File: config.mk
export PLATFORM = sky130hd
export DESIGN_NAME = id_ex_pipe_reg
export DESIGN_NICKNAME = d
export VERILOG_FILES = /design/src/rtl/id_ex_pipe_reg.sv
export SDC_FILE = /design/constraint.sdc
export NUM_CORES = 1
export LEC_CHECK = 0
export BUFFER_PORTS_ARGS = -buffer_cell sky130_fd_sc_hd__buf_2
export CAP_MARGIN = 30
export CORE_AREA = 2 2 153 155
export DETAILED_ROUTE_END_ITERATION = 7
export DIE_AREA = 0 0 155 157
export MAX_ROUTING_LAYER = met4
export PLACE_DENSITY_LB_ADDON = 0.1
export SETUP_SLACK_MARGIN = 0.1
export SLEW_MARGIN = 20
export SYNTH_ARGS = -nofsm -noshare
export SYNTH_HDL_FRONTEND = slang
export SYNTH_SLANG_ARGS = --single-unit
export TNS_END_PERCENT = 5
File: constraint.sdc
create_clock -name clk -period 2.8 [get_ports clk]
set_input_delay 0 -clock clk [delete_from_list [all_inputs] [get_ports clk]]
set_output_delay 0 -clock clk [all_outputs]
set_load 0.005 [all_outputs]
File: src/rtl/id_ex_pipe_reg.sv
// ID/EX pipeline register: captures forwarded operands and ID control for EX,
// inserts bubbles on stop/flush, freezes on hold, and counts inserted bubbles.
module id_ex_pipe_reg #(
   parameter int XLEN    = 32,
   parameter int ALUOP_W = 4,
   parameter int CNT_W   = 16
) (
   input  logic               clk,
   input  logic               rst_n,
   input  logic               stop,
   input  logic               flush,
   input  logic               hold,
   input  logic               ID_valid,
   input  logic [XLEN-1:0]    ID_pc,
   input  logic [XLEN-1:0]    ID_data1,
   input  logic [XLEN-1:0]    ID_data2,
   input  logic [XLEN-1:0]    ID_rD2,
   input  logic [XLEN-1:0]    ID_imm,
   input  logic [4:0]         ID_rd,
   input  logic               ID_we,
   input  logic               ID_load,
   input  logic               ID_store,
   input  logic               ID_branch,
   input  logic [ALUOP_W-1:0] ID_alu_op,
   input  logic [1:0]         ID_wd_sel,
   output logic               EX_valid,
   output logic [XLEN-1:0]    EX_pc,
   output logic [XLEN-1:0]    EX_data1,
   output logic [XLEN-1:0]    EX_data2,
   output logic [XLEN-1:0]    EX_rD2,
   output logic [XLEN-1:0]    EX_imm,
   output logic [4:0]         EX_rd,
   output logic               EX_we,
   output logic               EX_load,
   output logic               EX_store,
   output logic               EX_branch,
   output logic [ALUOP_W-1:0] EX_alu_op,
   output logic [1:0]         EX_wd_sel,
   output logic [CNT_W-1:0]   bubble_cnt,
   output logic [CNT_W-1:0]   flush_cnt
);

   localparam logic [CNT_W-1:0] CNT_MAX = '1;
   localparam logic [CNT_W-1:0] CNT_ONE = {{(CNT_W-1){1'b0}}, 1'b1};

   logic insert_bubble;
   assign insert_bubble = flush | stop;

   always_ff @(posedge clk or negedge rst_n) begin
      if (!rst_n) begin
         EX_valid  <= 1'b0;
         EX_pc     <= '0;
         EX_data1  <= '0;
         EX_data2  <= '0;
         EX_rD2    <= '0;
         EX_imm    <= '0;
         EX_rd     <= '0;
         EX_we     <= 1'b0;
         EX_load   <= 1'b0;
         EX_store  <= 1'b0;
         EX_branch <= 1'b0;
         EX_alu_op <= '0;
         EX_wd_sel <= '0;
      end else if (!hold) begin
         if (insert_bubble) begin
            EX_valid  <= 1'b0;
            EX_pc     <= '0;
            EX_data1  <= '0;
            EX_data2  <= '0;
            EX_rD2    <= '0;
            EX_imm    <= '0;
            EX_rd     <= '0;
            EX_we     <= 1'b0;
            EX_load   <= 1'b0;
            EX_store  <= 1'b0;
            EX_branch <= 1'b0;
            EX_alu_op <= '0;
            EX_wd_sel <= '0;
         end else begin
            // Invalid slots keep data but must never look like a writer to the hazard unit
            EX_valid  <= ID_valid;
            EX_pc     <= ID_pc;
            EX_data1  <= ID_data1;
            EX_data2  <= ID_data2;
            EX_rD2    <= ID_rD2;
            EX_imm    <= ID_imm;
            EX_rd     <= ID_valid ? ID_rd : 5'd0;
            EX_we     <= ID_valid & ID_we;
            EX_load   <= ID_valid & ID_load;
            EX_store  <= ID_valid & ID_store;
            EX_branch <= ID_valid & ID_branch;
            EX_alu_op <= ID_alu_op;
            EX_wd_sel <= ID_wd_sel;
         end
      end
   end

   // Flush wins attribution when both bubble sources are active
   always_ff @(posedge clk or negedge rst_n) begin
      if (!rst_n) begin
         bubble_cnt <= '0;
         flush_cnt  <= '0;
      end else if (!hold) begin
         if (flush) begin
            if (flush_cnt != CNT_MAX) flush_cnt <= flush_cnt + CNT_ONE;
         end else if (stop) begin
            if (bubble_cnt != CNT_MAX) bubble_cnt <= bubble_cnt + CNT_ONE;
         end
      end
   end

endmodule

==> impl_metrics.env <==
export IMPL_status="finished, final reports clean"
export IMPL_hold_class="input port to flop"
export IMPL_layout_commonest_cell="buf_2"
export IMPL_synth_warnings=0
export IMPL_dieArea_sq_mm=0.0243
export IMPL_layout_area_overhead_vs_synth_pct=62.2
export IMPL_critical_path_class="flop to flop"
export IMPL_synth_seq_cells=208
export IMPL_grt_pass1_vias=6833
export IMPL_rr_endpoint="flush_cnt[9]"
export IMPL_final_cell_mix="386 x buf_2, 208 x dfrtp_1, 179 x dlygate4sd3_1"
export IMPL_startpoint_type="flop"
export IMPL_synth_edf_count=0
export IMPL_ys_flop_type="dfrtp_1"
export IMPL_grt_remaining_overflow=0
export IMPL_io_buffers=388
export IMPL_tightest_slew_ns=0.974
export IMPL_ios=389
export IMPL_setup_slack_ns=0.952
export IMPL_rr_startpoint="flush_cnt[0]"
export IMPL_synth_distinct_cells=34
export IMPL_async_flop_share_pct=100
export IMPL_htree_levels=1
export IMPL_power_density_mw_per_mm2=596
export IMPL_fin_cells=1395
export IMPL_vias_per_cell=4.87
export IMPL_fmax_mhz=541
export IMPL_drive_above_1_share_pct=39.4
export IMPL_cts_sinks=208
export IMPL_fillers=1908
export IMPL_cp_max_fo=6
export IMPL_gp_congestion=0.798
export IMPL_final_area_sq_mm=0.0125
export IMPL_drv_slew=0
export IMPL_drcViolationCount=0
export IMPL_grt_antenna_before_repair=2
export IMPL_skew_ns=0.00669
export IMPL_fp_dieH_um=157
export IMPL_vdd_drop_max_mv=0.308
export IMPL_synth_area_leader_cell="dfrtp_1"
export IMPL_ctsRootBufferMaster="clkbuf_16"
export IMPL_use_met2_pct=32.6
export IMPL_grt_max_degree=115
export IMPL_netlist_area_sq_mm=0.00770
export IMPL_fin_nets=1275
export IMPL_finalCritPeriodShare_pct=66.0
export IMPL_grt_use_met1_pct=25.7
export IMPL_drt_initial_drc_count=293
export IMPL_place_ws_ns=0.965
export IMPL_synth_area_leaders="dfrtp_1 68%, a22o_1 20%, xor2_1 2.6%"
export IMPL_cts_clk_slew_worst_paths_ns=0.06
export IMPL_crit_arrival_ns=2.21
export IMPL_period_needed_ns=1.85
export IMPL_fp_coreArea_sq_mm=0.0225
export IMPL_cts_buffers=24
export IMPL_initial_core_util_pct=34.2
export IMPL_postPlaceCellArea_sq_mm=0.00992
export IMPL_fp_row_count=55
export IMPL_static_leakage_power_nw=6.76
export IMPL_maxSlewHeadroom_pct=35.1
export IMPL_track_usage_pct=20.2
export IMPL_rrSetupSlack_ns=0.95
export IMPL_end_kind="flop"
export IMPL_cts_resized_gates=0
export IMPL_slowest_delay_ns=0.52
export IMPL_dpl_hpwl_um=16000
export IMPL_dp_cells=1172
export IMPL_vias=6795
export IMPL_cts_tree="built"
export IMPL_syn_avg_cell_area_sq_um=14.4
export IMPL_min_to="EX_valid"
export IMPL_holdWs_ns=0.133
export IMPL_syn_nets=716
export IMPL_syn_inst=533
export IMPL_worstPathRequired_ns=3.16
export IMPL_clkLatencyLatePin_ns=0.50
export IMPL_wirelength_um=24800
export IMPL_worstHoldPathCells=3
export IMPL_rsz0062_at_grt="false"
export IMPL_grt_busiest_layer="met2"
export IMPL_crit_family="simple AND/OR/NAND/NOR gates"
export IMPL_hp_start="ID_valid"
export IMPL_rr_worst_depth=5
export IMPL_grtUsageMet3_pct=4.63
export IMPL_path_buf_inv=0
export IMPL_fp_dieW_um=155
export IMPL_ys_seq_area_share_pct=67.6
export IMPL_dr_pass1_iters=4
export IMPL_post_drt_wl_per_cell_um=17.8
export IMPL_ant_nets=0
export IMPL_setup_viol=0
export IMPL_hold_viol_final=0
export IMPL_grt_pass1_wl_um=38100
export IMPL_final_setup_tns_ns=0
export IMPL_path_cells="ha_1 > and4_1 > nor4b_2 > nor4b_1 > xor2_1"
export IMPL_ctsLongestPathBuffers=3
export IMPL_maxCapViolCount=0
export IMPL_crit_slowest_cell="nor4b_2"
export IMPL_synth_top_area_share_pct=67.6
-- cell usage after synthesis, drive strengths merged (2+ instances only) --
master and count:
a21oi 3, a22o 175, a31oi 2, and2 2
and3 3, and4 3, buf 16, clkbuf 23
dfrtp 208, ha 2, mux2 2, nand2 9
nand3 6, nand4 10, nor2 6, nor3 14
nor3b 3, nor4 5, nor4b 4, o21ai 3
xnor2 3, xor2 23
-- kinds of logic (layout without fill, tap and decap cells) --
family	Yosys count	after routing	share of synthesized area (%)
AO/OA/AOI/OAI	186	186	20.8
XOR/XNOR	26	26	2.96
multiplexers	2	2	0.293
buffers and inverters	40	615	2.21
other	0	2	0
adder cells (fa/ha/maj)	2	2	0.325
AND/OR/NAND/NOR	69	69	5.82
flip-flops	208	208	67.6
-- sequential cells by signal, indices dropped and copies added (netlist names) --
signal and cells:
EX_load 1, EX_alu_op 4, EX_data1 32, flush_cnt 16, EX_rD2 32, EX_valid 1, EX_pc 32, EX_data2 32
EX_wd_sel 2, EX_we 1, EX_branch 1, bubble_cnt 16, EX_store 1, EX_rd 5, EX_imm 32
-- stage by stage --
| stage | power [mW] | util (%) |
|---|---|---|
| global route | 7.82 | 55.5 |
| finish | 7.44 | 55.5 |
| global placement | 4.27 | 44.1 |
| CTS | 7.55 | 55.5 |
| detailed placement | 4.27 | 44.1 |
| floorplan | 3.74 | - |
-- worst max-delay path by stage --
stage | start | endpoint | slack (ns) | cells past startpoint
5_1_grt | bubble_cnt[0] | bubble_cnt[13] | 0.80 | 5
2_1_floorplan | bubble_cnt[0] | bubble_cnt[1] | 1.12 | 5
3_5_place_dp | flush_cnt[0] | flush_cnt[9] | 0.97 | 5
4_1_cts | flush_cnt[0] | flush_cnt[9] | 0.95 | 5
6_report | flush_cnt[0] | flush_cnt[9] | 0.95 | 5
3_3_place_gp | flush_cnt[0] | flush_cnt[9] | 0.94 | 5
-- report_power, final --
part / internal, mW / switching, mW / total (mW)
registers: 3.22 / 0.178 / 3.40
logic: 0.577 / 0.441 / 1.02
clock network: 1.85 / 1.18 / 3.03
-- repair_timing --
action,in CTS,in global routing
buffers inserted,0,0
hold buffers,179,0
endpoints found under the hold margin,264,0
-- worst register-to-register path: cells and delay by family, from the launching register on --
family	cells	cell delay, ns
and+or+nand+nor	3	0.92
xor gates and xnor gates	1	0.18
DFF	1	0.39
adders and majority gates	1	0.23
-- cell type report --
| class | instances | area (sq um) | share of cell area [%] |
|---|---|---|---|
| Clock buffer | 37 | 721 | 5.77 |
| Clock inverter | 5 | 50.0 | 0.401 |
| Inverter | 1 | 3.75 | 0.0301 |
| Sequential cell | 208 | 5200 | 41.7 |
| Multi-Input combinational cell | 285 | 2330 | 18.6 |
| Timing Repair Buffer | 572 | 3820 | 30.6 |
| Antenna cell | 2 | 5.00 | 0.0401 |
| Tap cell | 285 | 357 | 2.86 |
-- per-layer routing --
layer | vias up | share of wire (%)
met5 | - | 0
met4 | 0 | 1.8
met3 | 31 | 7.8
met2 | 317 | 48
met1 | 3280 | 42
li1 | 3167 | -
Power figures use the tool's default switching activity.
